$ cat config.mk
export PLATFORM = sky130hd
export DESIGN_NAME = matrix_row_scanner
export DESIGN_NICKNAME = d
export VERILOG_FILES = /design/src/rtl/matrix_pkg.sv /design/src/rtl/matrix_frame_buffer.sv /design/src/rtl/matrix_row_scanner.sv
export SDC_FILE = /design/constraint.sdc
export NUM_CORES = 1
export LEC_CHECK = 0
export ABC_CLOCK_PERIOD_IN_PS = 4400
export CORE_ASPECT_RATIO = 0.6
export CORE_MARGIN = 8
export CORE_UTILIZATION = 45
export CTS_BUF_LIST = sky130_fd_sc_hd__clkbuf_16
export DETAILED_ROUTE_END_ITERATION = 8
export PLACE_DENSITY = 0.64
export SLEW_MARGIN = 10
export SYNTH_ARGS = -nofsm -noshare
export SYNTH_HDL_FRONTEND = slang
export SYNTH_SLANG_ARGS = --single-unit
$ cat constraint.sdc
create_clock -name clk -period 4.4 [get_ports clk]
set_input_delay 0.66 -clock clk [delete_from_list [all_inputs] [get_ports clk]]
set_output_delay 0.66 -clock clk [all_outputs]
set_load 0.02 [all_outputs]
$ cat src/rtl/matrix_pkg.sv
// rtl/matrix_pkg.sv - shared scan-state type and default geometry for the LED matrix scanner
package matrix_pkg;

  localparam int DEF_ROWS        = 8;
  localparam int DEF_COLS        = 8;
  localparam int DEF_BLANK_TICKS = 1;
  localparam int ROW_W           = $clog2(DEF_ROWS);
  localparam int BLANK_W         = $clog2(DEF_BLANK_TICKS + 1);

  typedef enum logic [1:0] {
    ST_IDLE    = 2'd0,
    ST_BLANK   = 2'd1,
    ST_DISPLAY = 2'd2
  } scan_state_e;

endpackage

$ cat src/rtl/matrix_frame_buffer.sv
// rtl/matrix_frame_buffer.sv - double-buffered frame store, writes to back bank, reads from front
module matrix_frame_buffer #(
  parameter int ROWS = 8,
  parameter int COLS = 8,
  parameter int RW   = 3
) (
  input  logic            clk,
  input  logic            rst,
  input  logic            front_sel,
  input  logic            wr_en,
  input  logic [RW-1:0]   wr_row,
  input  logic [COLS-1:0] wr_data,
  input  logic [RW-1:0]   rd_row,
  output logic [COLS-1:0] rd_data
);

  logic [COLS-1:0] bank_q [2][ROWS];

  // The back bank is whichever one is not front at the start of the cycle.
  always_ff @(posedge clk or posedge rst) begin
    if (rst) begin
      for (int b = 0; b < 2; b++) begin
        for (int r = 0; r < ROWS; r++) begin
          bank_q[b][r] <= '0;
        end
      end
    end else if (wr_en && (32'(wr_row) < ROWS)) begin
      bank_q[!front_sel][wr_row] <= wr_data;
    end
  end

  assign rd_data = bank_q[front_sel][rd_row];

endmodule

$ cat src/rtl/matrix_row_scanner.sv
// rtl/matrix_row_scanner.sv - row-scan FSM with blanking and frame-aligned bank swaps
module matrix_row_scanner
  import matrix_pkg::*;
#(
  parameter int ROWS        = DEF_ROWS,
  parameter int COLS        = DEF_COLS,
  parameter int BLANK_TICKS = DEF_BLANK_TICKS,
  localparam int RW         = $clog2(ROWS),
  localparam int BW         = $clog2(BLANK_TICKS + 1)
) (
  input  logic            clk,
  input  logic            rst,
  input  logic            tick,
  input  logic            enable,
  input  logic            wr_en,
  input  logic [RW-1:0]   wr_row,
  input  logic [COLS-1:0] wr_data,
  input  logic            swap_req,
  output logic [ROWS-1:0] row_sel,
  output logic [COLS-1:0] col_data,
  output logic            frame_start,
  output logic            swap_done
);

  localparam logic [ROWS-1:0] ROW0_SEL = ROWS'(1);

  scan_state_e     state_q, state_d;
  logic [RW-1:0]   row_q, row_d;
  logic [BW-1:0]   blank_q, blank_d;
  logic            front_q, front_d;
  logic            pend_q, pend_d;
  logic [ROWS-1:0] row_sel_q, row_sel_d;
  logic [COLS-1:0] col_q, col_d;
  logic            fstart_q, fstart_d;
  logic            sdone_q, sdone_d;
  logic [COLS-1:0] front_row;

  matrix_frame_buffer #(.ROWS(ROWS), .COLS(COLS), .RW(RW)) u_fb (
    .clk      (clk),
    .rst      (rst),
    .front_sel(front_q),
    .wr_en    (wr_en),
    .wr_row   (wr_row),
    .wr_data  (wr_data),
    .rd_row   (row_q),
    .rd_data  (front_row)
  );

  always_ff @(posedge clk or posedge rst) begin
    if (rst) begin
      state_q   <= ST_IDLE;
      row_q     <= '0;
      blank_q   <= '0;
      front_q   <= 1'b0;
      pend_q    <= 1'b0;
      row_sel_q <= '0;
      col_q     <= '0;
      fstart_q  <= 1'b0;
      sdone_q   <= 1'b0;
    end else begin
      state_q   <= state_d;
      row_q     <= row_d;
      blank_q   <= blank_d;
      front_q   <= front_d;
      pend_q    <= pend_d;
      row_sel_q <= row_sel_d;
      col_q     <= col_d;
      fstart_q  <= fstart_d;
      sdone_q   <= sdone_d;
    end
  end

  always_comb begin
    state_d   = state_q;
    row_d     = row_q;
    blank_d   = blank_q;
    front_d   = front_q;
    pend_d    = pend_q | swap_req;
    row_sel_d = '0;
    col_d     = '0;
    fstart_d  = 1'b0;
    sdone_d   = 1'b0;
    if (!enable) begin
      state_d = ST_IDLE;
      row_d   = '0;
      blank_d = '0;
    end else begin
      unique case (state_q)
        ST_IDLE: begin
          state_d = ST_BLANK;
          row_d   = '0;
          blank_d = '0;
        end
        ST_BLANK: begin
          if (tick) begin
            if (blank_q == BW'(BLANK_TICKS - 1)) begin
              state_d   = ST_DISPLAY;
              blank_d   = '0;
              row_sel_d = ROW0_SEL << row_q;
              col_d     = front_row;
              fstart_d  = (row_q == '0);
            end else begin
              blank_d = blank_q + BW'(1);
            end
          end
        end
        ST_DISPLAY: begin
          if (tick) begin
            state_d = ST_BLANK;
            if (row_q == RW'(ROWS - 1)) begin
              row_d = '0;
              // A request arriving on the wrap itself is honoured without waiting a frame.
              if (pend_q || swap_req) begin
                front_d = !front_q;
                pend_d  = 1'b0;
                sdone_d = 1'b1;
              end
            end else begin
              row_d = row_q + RW'(1);
            end
          end else begin
            row_sel_d = row_sel_q;
            col_d     = col_q;
          end
        end
        default: state_d = ST_IDLE;
      endcase
    end
  end

  assign row_sel     = row_sel_q;
  assign col_data    = col_q;
  assign frame_start = fstart_q;
  assign swap_done   = sdone_q;

endmodule

==> impl_metrics.ini <==
[clocking]
clk_latency_ns = 0.41
h-tree-depth = 4
clk_pin_slew_ns = 0.06
cts_made_buffers = 17
cts_resized = 0
root_buffer = clkbuf_16
cts_buffer_depth = 2
cts-hold-fix-buffers = 0
cts_tree = built
numClockSinks = 153
post_cts_buffers = 0

[route]
wl_um = 15700
wl_per_cell_um = 22.0
vias = 4001
drc_errors = 0
ant_nets = 0
first_pass_iters = 4
drt-initial-drc-count = 324
routed_via_density = 5.62

[sta]
postLayoutSetupSlackWorst_ns = 1.93
period_share_pct = 56.1
slew_viol_final = 0
tightest_slew_ns = 1.06
finalHoldViolCount = 0
fmaxAchievable_mhz = 405
rsz0062_at_grt = no
fin_skew_ns = 0.0101
slew_headroom_pct = 28.7
setup_viol = 0
setup_tns_ns = 0
fin_crit_ns = 2.47
timing.hold.ws_ns = 0.488

[layout]
stdcell_area_mm2 = 0.00808
diodes = 0
nNetsFinal = 520
layout.cells.non_filler = 712
syn_to_final_growth_pct = 16.7
final_util_pct = 53.1
drive_gt1_share_pct = 40.5

[placement]
dpl_cell_area_mm2 = 0.00745
port_buffers = 34
place_hpwl_um = 10300
gp_congestion = 0.743
place_ws_ns = 1.56
dp.cells = 680

[die]
die_h_um = 112
num_io_pins = 35
start_util_pct = 45.5
core-area_mm2 = 0.0152
die-area_mm2 = 0.0197
die_w_um = 176
num_rows = 35

[synthesis]
ys_seq_area_share_pct = 55.3
muxShareOfSynthArea_pct = 31.9
async_flop_share_pct = 100
synth_ff_type = dfrtp_1
avgSynthCellArea_um2 = 14.8
synth.area.top_cells = dfrtp_1 (55%), mux2_2 (22%), mux4_2 (7.5%)
synth_top_family_by_area = multiplexers
yosys.area.top_type = dfrtp_1
syn_area_mm2 = 0.00692
yosysWarnings = 0
synthXorXnorAreaFrac_pct = 0.127
netlist_instances = 467
synth_compound_area_share_pct = 4.65
synthSimpleGateAreaFrac_pct = 4.45
yosysUniqueCellTypes = 43
yosysTopAreaCellShare_pct = 55.3
synthTopCellsByCount = dfrtp_1 (153), mux2_2 (137), mux4_2 (23)
synth.most_common_cell = dfrtp_1
synth_edf_count = 0
syn-num-nets = 490
ys_ff_latch = 153
synth_adder_area_share_pct = 1.08

[run]
max_cap_violations = 0

[power_and_ir_drop]
power_mw = 3.39
irDropWorstVdd_uv = 245
p_per_area_mw_per_mm2 = 419
p_leak_nw = 3.53

[worst_setup_path]
critPathRequiredTime_ns = 4.69
cp.arrival_ns = 2.76
startpoint = wr_en
rr_worst_depth = 5
crit_path_end_kind = flop
cp_max_fo = 8
crit_path_start_kind = primary input
r2r_setup_slack_ns = 1.94
critPathCapture = u_fb.bank_q[105]$_DFFE_PP0P_
r2r_start = row_q[0]$_DFFE_PP0P_
r2r_end = col_data[1]$_DFFE_PP0P_
crit_type = primary input to flop

[grt]
grt_max_degree = 50
grt_pass1_vias = 4336
grtUsageTotal_pct = 16.9
grt_pass1_wl_um = 25400
overflow = 0
antenna_found_initial = 0

[run_status]
status = complete, no violations

[hold_path]
hold_path.class = flop to flop
min_from = row_sel[0]$_DFFE_PP0P_
-- flip-flops by register name, indices dropped and copies added (netlist names) --
| register | count |
|---|---|
| pend_q | 1 |
| frame_start | 1 |
| state_q | 2 |
| front_q | 1 |
| row_q | 3 |
| swap_done | 1 |
| u_fb.bank_q | 128 |
| col_data | 8 |
| row_sel | 8 |
-- area by class of cell --
class / count / area (um2)
clock buffers: 17 / 425
clock inverters: 14 / 181
fillers: 1228 / 7120
inverters: 5 / 22.5
multi-input cells: 278 / 2920
flip-flops and latches: 153 / 3830
well taps: 203 / 254
repair buffers: 42 / 438
-- worst min path at each step --
| stage | depth (start not counted) | end |
|---|---|---|
| 3_3_place_gp | 1 | pend_q$_DFF_PP0_ |
| 3_5_place_dp | 1 | row_sel[0]$_DFFE_PP0P_ |
| 4_1_cts | 1 | pend_q$_DFF_PP0_ |
| 2_1_floorplan | 1 | pend_q$_DFF_PP0_ |
| 5_1_grt | 1 | row_sel[0]$_DFFE_PP0P_ |
| 6_report | 1 | row_sel[0]$_DFFE_PP0P_ |
-- power breakdown --
part / internal (mW) / total, mW / switching (mW)
logic: 0.154 / 0.268 / 0.114
clock network: 0.939 / 1.51 / 0.573
registers: 1.54 / 1.61 / 0.0673
total: 2.63 / 3.39 / 0.754
-- layout by cell type (no fill, tap or decap), types with 2 or more instances in the layout --
master	Yosys	final
clkinv_4	0	2
o211ai_1	8	8
ha_1	6	6
mux2_2	137	137
clkdlybuf4s50_1	0	34
a21oi_1	2	2
mux4_2	23	23
a22o_1	4	4
a32o_1	3	3
clkbuf_16	0	17
nand2_1	12	12
nor2b_1	5	5
buf_12	0	3
clkinv_1	0	3
nor2_1	6	6
dfrtp_1	153	152
and2_1	4	4
a22oi_1	14	14
buf_4	3	5
nand3b_1	3	3
mux2i_1	15	15
clkinv_2	0	2
inv_1	5	4
clkinvlp_4	0	4
o21ai_0	2	2
or3_1	3	3
nand2b_1	7	7
bufinv_16	0	4
nor2_2	6	6
-- worst max-delay path: stages --
cell and delay, ns:
clkdlybuf4s50_1 0.51, nor3b_1 0.43, nor2b_1 0.74, mux2_2 0.41
-- per-layer routing --
metal | GRT usage, % | up-vias | wire length [um]
met5 | 0 | - | 0
met4 | 4.56 | 0 | 46
met3 | 3.92 | 5 | 789
met2 | 24.6 | 76 | 6990
met1 | 24.8 | 2140 | 7860
li1 | - | 1780 | -
-- kinds of logic (layout without fill, tap and decap cells) --
family | Yosys count | in the layout
adder cells (fa/ha/maj) | 6 | 6
AND/OR/NAND/NOR | 54 | 54
flip-flops | 153 | 153
AO/OA/AOI/OAI | 42 | 42
multiplexers | 175 | 175
XOR/XNOR | 1 | 1
buffers and inverters | 36 | 78
Power figures use the tool's default switching activity.
